## config.mk

```make
export PLATFORM = sky130hd
export DESIGN_NAME = sdram_rom_arbiter
export DESIGN_NICKNAME = d
export VERILOG_FILES = /design/src/rtl/sdram_arb_pkg.sv /design/src/rtl/rom_port_buffer.sv /design/src/rtl/sdram_rom_arbiter.sv
export SDC_FILE = /design/constraint.sdc
export NUM_CORES = 1
export LEC_CHECK = 0
export BUFFER_PORTS_ARGS = -buffer_cell sky130_fd_sc_hd__buf_2
export CAP_MARGIN = 40
export CORE_AREA = 2 2 174 176
export DETAILED_ROUTE_END_ITERATION = 12
export DIE_AREA = 0 0 176 178
export PLACE_DENSITY = 0.76
export SYNTH_ARGS = -nofsm -noshare
export SYNTH_HDL_FRONTEND = slang
export SYNTH_SLANG_ARGS = --single-unit
```

## constraint.sdc

```tcl
create_clock -name clk -period 2.3 [get_ports clk]
set_clock_uncertainty 0.1 [all_clocks]
set_input_delay 0.115 -clock clk [delete_from_list [all_inputs] [get_ports clk]]
set_output_delay 0.115 -clock clk [all_outputs]
set_load 0.005 [all_outputs]
```

## src/rtl/sdram_arb_pkg.sv

```systemverilog
// Shared types for the sdram ROM arbiter: FSM states and the command-owner encoding.
// Owner values 0..NUM_PORTS-1 name a read port; OWNER_DL marks a download write.
package sdram_arb_pkg;

    typedef enum logic [1:0] {
        IDLE = 2'd0,
        REQ  = 2'd1,
        WAIT = 2'd2
    } state_t;

    localparam int NUM_PORTS_DEF = 4;
    localparam int OWNER_DL      = NUM_PORTS_DEF;

    typedef logic [$clog2(NUM_PORTS_DEF + 1)-1:0] owner_t;

endpackage

```

## src/rtl/rom_port_buffer.sv

```systemverilog
// One-word tagged read buffer for a ROM port; hit is combinational against the live address.
// Fill lands one cycle after the fill strobe; clear wins over a simultaneous fill.
module rom_port_buffer #(
    parameter int ADDR_WIDTH = 23,
    parameter int DATA_WIDTH = 32
) (
    input  logic                  clk,
    input  logic                  reset_n,
    input  logic                  clear,
    input  logic                  fill,
    input  logic [ADDR_WIDTH-1:0] fill_addr,
    input  logic [DATA_WIDTH-1:0] fill_data,
    input  logic [ADDR_WIDTH-1:0] addr,
    output logic                  hit,
    output logic [DATA_WIDTH-1:0] data
);

    logic [ADDR_WIDTH-1:0] tag;
    logic                  tag_valid;

    always_ff @(posedge clk or negedge reset_n) begin
        if (!reset_n) begin
            tag       <= '0;
            tag_valid <= 1'b0;
            data      <= '0;
        end else begin
            if (fill) begin
                tag  <= fill_addr;
                data <= fill_data;
            end
            // A fill racing with a content change must not resurrect stale data.
            if (clear)
                tag_valid <= 1'b0;
            else if (fill)
                tag_valid <= 1'b1;
        end
    end

    assign hit = tag_valid && (tag == addr);

endmodule

```

## src/rtl/sdram_rom_arbiter.sv

```systemverilog
// Shares one sdram controller between the ROM download writer and NUM_PORTS buffered read ports.
// Miss-to-req 1 cycle, sdram_valid-to-rom_valid 1 cycle; one command outstanding, req held until ack.
module sdram_rom_arbiter
    import sdram_arb_pkg::*;
#(
    parameter int NUM_PORTS  = NUM_PORTS_DEF,
    parameter int ADDR_WIDTH = 23,
    parameter int DATA_WIDTH = 32
) (
    input  logic                            clk,
    input  logic                            reset_n,
    input  logic                            dl_active,
    input  logic                            dl_req,
    input  logic [ADDR_WIDTH-1:0]           dl_addr,
    input  logic [DATA_WIDTH-1:0]           dl_data,
    output logic                            dl_ack,
    input  logic [NUM_PORTS-1:0]            rom_cs,
    input  logic [NUM_PORTS*ADDR_WIDTH-1:0] rom_addr,
    output logic [NUM_PORTS*DATA_WIDTH-1:0] rom_data,
    output logic [NUM_PORTS-1:0]            rom_valid,
    output logic [ADDR_WIDTH-1:0]           sdram_addr,
    output logic [DATA_WIDTH-1:0]           sdram_data,
    output logic                            sdram_we,
    output logic                            sdram_req,
    input  logic                            sdram_ack,
    input  logic                            sdram_valid,
    input  logic [DATA_WIDTH-1:0]           sdram_q
);

    localparam int OWNER_W = $clog2(NUM_PORTS + 1);
    localparam logic [OWNER_W-1:0] OWN_DL = OWNER_W'(NUM_PORTS);

    state_t                state, state_nxt;
    logic [OWNER_W-1:0]    owner, owner_nxt;
    logic [ADDR_WIDTH-1:0] lat_addr, lat_nxt;
    logic [ADDR_WIDTH-1:0] addr_nxt;
    logic [DATA_WIDTH-1:0] data_nxt;
    logic                  we_nxt, req_nxt, dl_ack_nxt;
    logic                  dl_active_q;
    logic                  fill_en;
    logic                  tag_clear;

    logic [NUM_PORTS-1:0]  hit;
    logic [NUM_PORTS-1:0]  pending;
    logic [NUM_PORTS-1:0]  fill_vec;
    logic [ADDR_WIDTH-1:0] port_addr [NUM_PORTS];

    logic                  any_pending;
    logic [OWNER_W-1:0]    grant;
    logic [ADDR_WIDTH-1:0] grant_addr;

    assign tag_clear = dl_active && !dl_active_q;

    for (genvar i = 0; i < NUM_PORTS; i++) begin : g_port
        assign port_addr[i] = rom_addr[i*ADDR_WIDTH +: ADDR_WIDTH];
        assign fill_vec[i]  = fill_en && (owner == OWNER_W'(i));
        assign pending[i]   = rom_cs[i] && !hit[i] && !dl_active;
        assign rom_valid[i] = rom_cs[i] && hit[i];

        rom_port_buffer #(
            .ADDR_WIDTH (ADDR_WIDTH),
            .DATA_WIDTH (DATA_WIDTH)
        ) u_buf (
            .clk       (clk),
            .reset_n   (reset_n),
            .clear     (tag_clear),
            .fill      (fill_vec[i]),
            .fill_addr (lat_addr),
            .fill_data (sdram_q),
            .addr      (port_addr[i]),
            .hit       (hit[i]),
            .data      (rom_data[i*DATA_WIDTH +: DATA_WIDTH])
        );
    end

    // Fixed priority: scan from the top so the lowest pending index wins.
    always_comb begin
        grant       = '0;
        grant_addr  = '0;
        any_pending = |pending;
        for (int i = NUM_PORTS - 1; i >= 0; i--) begin
            if (pending[i]) begin
                grant      = OWNER_W'(i);
                grant_addr = port_addr[i];
            end
        end
    end

    always_comb begin
        state_nxt  = state;
        owner_nxt  = owner;
        lat_nxt    = lat_addr;
        addr_nxt   = sdram_addr;
        data_nxt   = sdram_data;
        we_nxt     = sdram_we;
        req_nxt    = sdram_req;
        dl_ack_nxt = 1'b0;
        fill_en    = 1'b0;

        case (state)
            IDLE: begin
                if (dl_active && dl_req) begin
                    addr_nxt  = dl_addr;
                    data_nxt  = dl_data;
                    we_nxt    = 1'b1;
                    req_nxt   = 1'b1;
                    owner_nxt = OWN_DL;
                    state_nxt = REQ;
                end else if (any_pending) begin
                    addr_nxt  = grant_addr;
                    lat_nxt   = grant_addr;
                    we_nxt    = 1'b0;
                    req_nxt   = 1'b1;
                    owner_nxt = grant;
                    state_nxt = REQ;
                end
            end
            REQ: begin
                if (sdram_ack) begin
                    req_nxt = 1'b0;
                    if (owner == OWN_DL) begin
                        dl_ack_nxt = 1'b1;
                        state_nxt  = IDLE;
                    end else begin
                        state_nxt = WAIT;
                    end
                end
            end
            WAIT: begin
                // Fill under the latched address even if the port moved on meanwhile.
                if (sdram_valid) begin
                    fill_en   = 1'b1;
                    state_nxt = IDLE;
                end
            end
            default: state_nxt = IDLE;
        endcase
    end

    always_ff @(posedge clk or negedge reset_n) begin
        if (!reset_n) begin
            state       <= IDLE;
            owner       <= '0;
            lat_addr    <= '0;
            sdram_addr  <= '0;
            sdram_data  <= '0;
            sdram_we    <= 1'b0;
            sdram_req   <= 1'b0;
            dl_ack      <= 1'b0;
            dl_active_q <= 1'b0;
        end else begin
            state       <= state_nxt;
            owner       <= owner_nxt;
            lat_addr    <= lat_nxt;
            sdram_addr  <= addr_nxt;
            sdram_data  <= data_nxt;
            sdram_we    <= we_nxt;
            sdram_req   <= req_nxt;
            dl_ack      <= dl_ack_nxt;
            dl_active_q <= dl_active;
        end
    end

endmodule

```

==> flow_summary.yaml <==
cells_and_area:
  drive_gt1_share_pct: 54.84
  area_growth_pct: 46.39
  nets: 1859
  final_cells: 2092
placed_design:
  post-place-ws_ps: -947.2
  dpl.cell_count: 1891
  io_buffer_count: 378
  place_hpwl_mm: 32.79
  gp_congestion: 0.9371
synthesis:
  yosysWarnings: 0
  ys_ff_latch: 310
  synthArstFlopShare_pct: 100.0
  synthCells: 1055
  syn-num-nets: 1244
  synth.distinct_cells: 41
  synth-edff-count: 0
  ys.flop_type: "dfrtp_1"
  syn-mean-instance-area_um2: 13.17
  synthesis.area_um2: 13900
  seq_area_frac_synth_pct: 55.82
timing:
  tightest_slew_ps: 660.8
  fin_crit_ps: 2937
  slew_viol_final: 0
  fin_setup_tns_ps: -25310
  fmax_mhz: 340.5
  postLayoutSetupSlackWorst_ps: -636.6
  rsz0062_at_grt: "yes"
  final-hold-violation-count: 1
  setup_viol: 55
  whs_ps: -14.18
  finalCritPeriodShare_pct: 127.7
  slew_headroom_pct: 55.95
run_status:
  violations: "negative hold slack, negative setup slack"
  status: "finished with violations"
grt:
  antenna_found_initial: 9
  grt_pass1_wl_mm: 72.94
  grt_pass1_vias: 12500
  overflow: 0
  grt_max_degree: 75
  grt_usage_pct: 30.92
setup_path:
  worst_setup_path_end_kind: "flop"
  worstSetupPathType: "flop to flop"
  crit_arrival_ps: 3210
  worstPathMaxFanout: 6
  startpoint_type: "flop"
  required_ps: 2570
floorplan:
  die_w_um: 176
  io_pins: 379
  die_area_um2: 31330
  initial_core_util_pct: 47.27
  fp-row-count: 63
  die_y_um: 178
  core-area_um2: 29400
drt:
  wl_mm: 50.55
  ant_nets: 0
  drt_iter0_markers: 1236
  dr.pass1.iters: 6
  drc: 0
  via_per_inst: 5.776
  vias: 12080
  wl_per_cell_um: 24.16
clock_network:
  cts_buffers: 35
  clock_path_buffers: 3
  clk_pin_slew_ps: 60
  htreeDepth: 2
  ctsRootBufferMaster: "clkbuf_16"
  cts.sinks: 310
  cts_tree: "yes"
  clk_latency_ps: 520
job:
  drv_cap: 0
min_path:
  hp-class: "primary input to flop"
power:
  p_leak_uw: 0.009984
  p_per_area_nw_per_um2: 1146
  ir_drop_mv: 1.082
worst max-delay path, cell delays in order (launching register included):
cell and delay (ps):
dfrtp_1 400, xor2_1 180, nor4_2 340, nand4_1 170, buf_6 170, o311ai_4 210
buf_6 180, buf_12 120, buf_12 110, o211ai_1 150, a221oi_2 460, a31oi_1 180
layout make-up:
| cell class | instances | area, um^2 |
|---|---|---|
| multi-input cells | 638 | 6207 |
| well taps | 390 | 488.0 |
| clock inverters | 11 | 121.4 |
| repair buffers | 650 | 4587 |
| clock buffers | 50 | 1032 |
| diodes | 8 | 20.02 |
| inverters | 35 | 131.4 |
| flip-flops and latches | 310 | 7759 |
| fillers | 1982 | 9056 |
cell usage after synthesis, types with 7 or more instances:
cell type / count / area share (%)
o32ai_1: 24 / 1.5
a31oi_1: 19 / 0.86
dfrtp_1: 310 / 56
inv_1: 35 / 0.95
nand2_1: 7 / 0.19
a221oi_1: 23 / 1.4
o211ai_1: 69 / 3.7
a21oi_1: 19 / 0.68
xor2_1: 72 / 4.5
buf_2: 11 / 0.40
nor4_1: 23 / 1.0
nand4_1: 10 / 0.45
clkbuf_1: 59 / 1.6
o21ai_0: 24 / 0.86
nor2_1: 8 / 0.22
mux2_2: 256 / 21
xnor2_1: 20 / 1.3
o21a_1: 25 / 1.4
layout by cell type, fill, tap and decap left out, drive strengths merged, types with 2 or more instances in the layout:
cell type / n
a211oi: 3
a21boi: 4
a21oi: 19
a221oi: 23
a22o: 4
a31oi: 19
and2: 2
buf: 539
bufinv: 2
clkbuf: 53
clkinv: 5
clkinvlp: 2
dfrtp: 310
diode: 8
dlygate4sd3: 108
inv: 37
mux2: 257
nand2: 7
nand2b: 2
nand3: 3
nand4: 11
nor2: 8
nor3: 4
nor4: 23
nor4b: 2
o211ai: 69
o21a: 25
o21ai: 26
o311ai: 2
o32ai: 24
xnor2: 20
xor2: 72
final timing paths:
kind                                                      startpoint                              endpoint  slack (ps)  depth (start not counted)
worst max-delay path              g_port[1].u_buf.tag[5]$_DFFE_PN0P_              lat_addr[15]$_DFFE_PN0P_        -640                         11
worst min-delay path                                    rom_addr[42]              lat_addr[19]$_DFFE_PN0P_         -10                          4
worst max register to register    g_port[1].u_buf.tag[5]$_DFFE_PN0P_              lat_addr[15]$_DFFE_PN0P_        -640                         11
worst min register to register  g_port[1].u_buf.data[29]$_DFFE_PN0P_  g_port[1].u_buf.data[29]$_DFFE_PN0P_         400                          1
max in group asynchronous                                    reset_n   g_port[0].u_buf.data[3]$_DFFE_PN0P_        1220                          3
min in group asynchronous                                    reset_n            sdram_addr[17]$_DFFE_PN0P_          30                          2
stage by stage:
| stage | util (%) | area, um^2 | hold slack, ps | power, uW |
|---|---|---|---|---|
| floorplan | - | 13900 | -280.6 | 12910 |
| global placement | 58.65 | 17240 | 1.741 | 16340 |
| detailed placement | 58.65 | 17240 | 8.311 | 16700 |
| CTS | 68.20 | 20050 | 6.804 | 22820 |
| global route | 69.20 | 20350 | 16.73 | 24350 |
| finish | 69.20 | 20350 | -14.18 | 23310 |
sequential cells by signal, summed over array words and instances, names as in the netlist:
register / flops
g_port.u_buf.data: 128
g_port.u_buf.tag: 92
sdram_data: 32
lat_addr: 23
sdram_addr: 23
g_port.u_buf.tag_valid: 4
owner: 2
state: 2
dl_ack: 1
dl_active_q: 1
sdram_req: 1
sdram_we: 1
repair_timing:
action / CTS / global route
gates resized for setup: 77 / 37
endpoints found under the hold margin: 513 / 1
hold buffers: 107 / 1
pin swaps: 27 / 25
gates cloned: 2 / 3
setup buffers: 16 / 8
setup endpoints to repair: 55 / 55
logic make-up after synthesis:
logic type	count (synthesis)	share of synthesized area, %
DFF	310	55.82
buffers and inverters	107	3.043
AOI/OAI and AO/OA	221	11.62
xor gates and xnor gates	92	5.798
and+or+nand+nor	68	2.899
muxes	257	20.82
power breakdown:
part / leakage (uW) / switching, uW / internal [uW] / total, uW
Clock: 0.000567 / 2290 / 3360 / 5650
Combinational: 0.00543 / 3720 / 4270 / 7980
Sequential: 0.00399 / 1830 / 7850 / 9690
layer usage:
layer	track usage, %	routed length, um
met1	37.50	18760
met2	51.76	24840
met3	8.142	4614
met4	14.57	2325
met5	0	0
(Power assumes the default switching activity.)
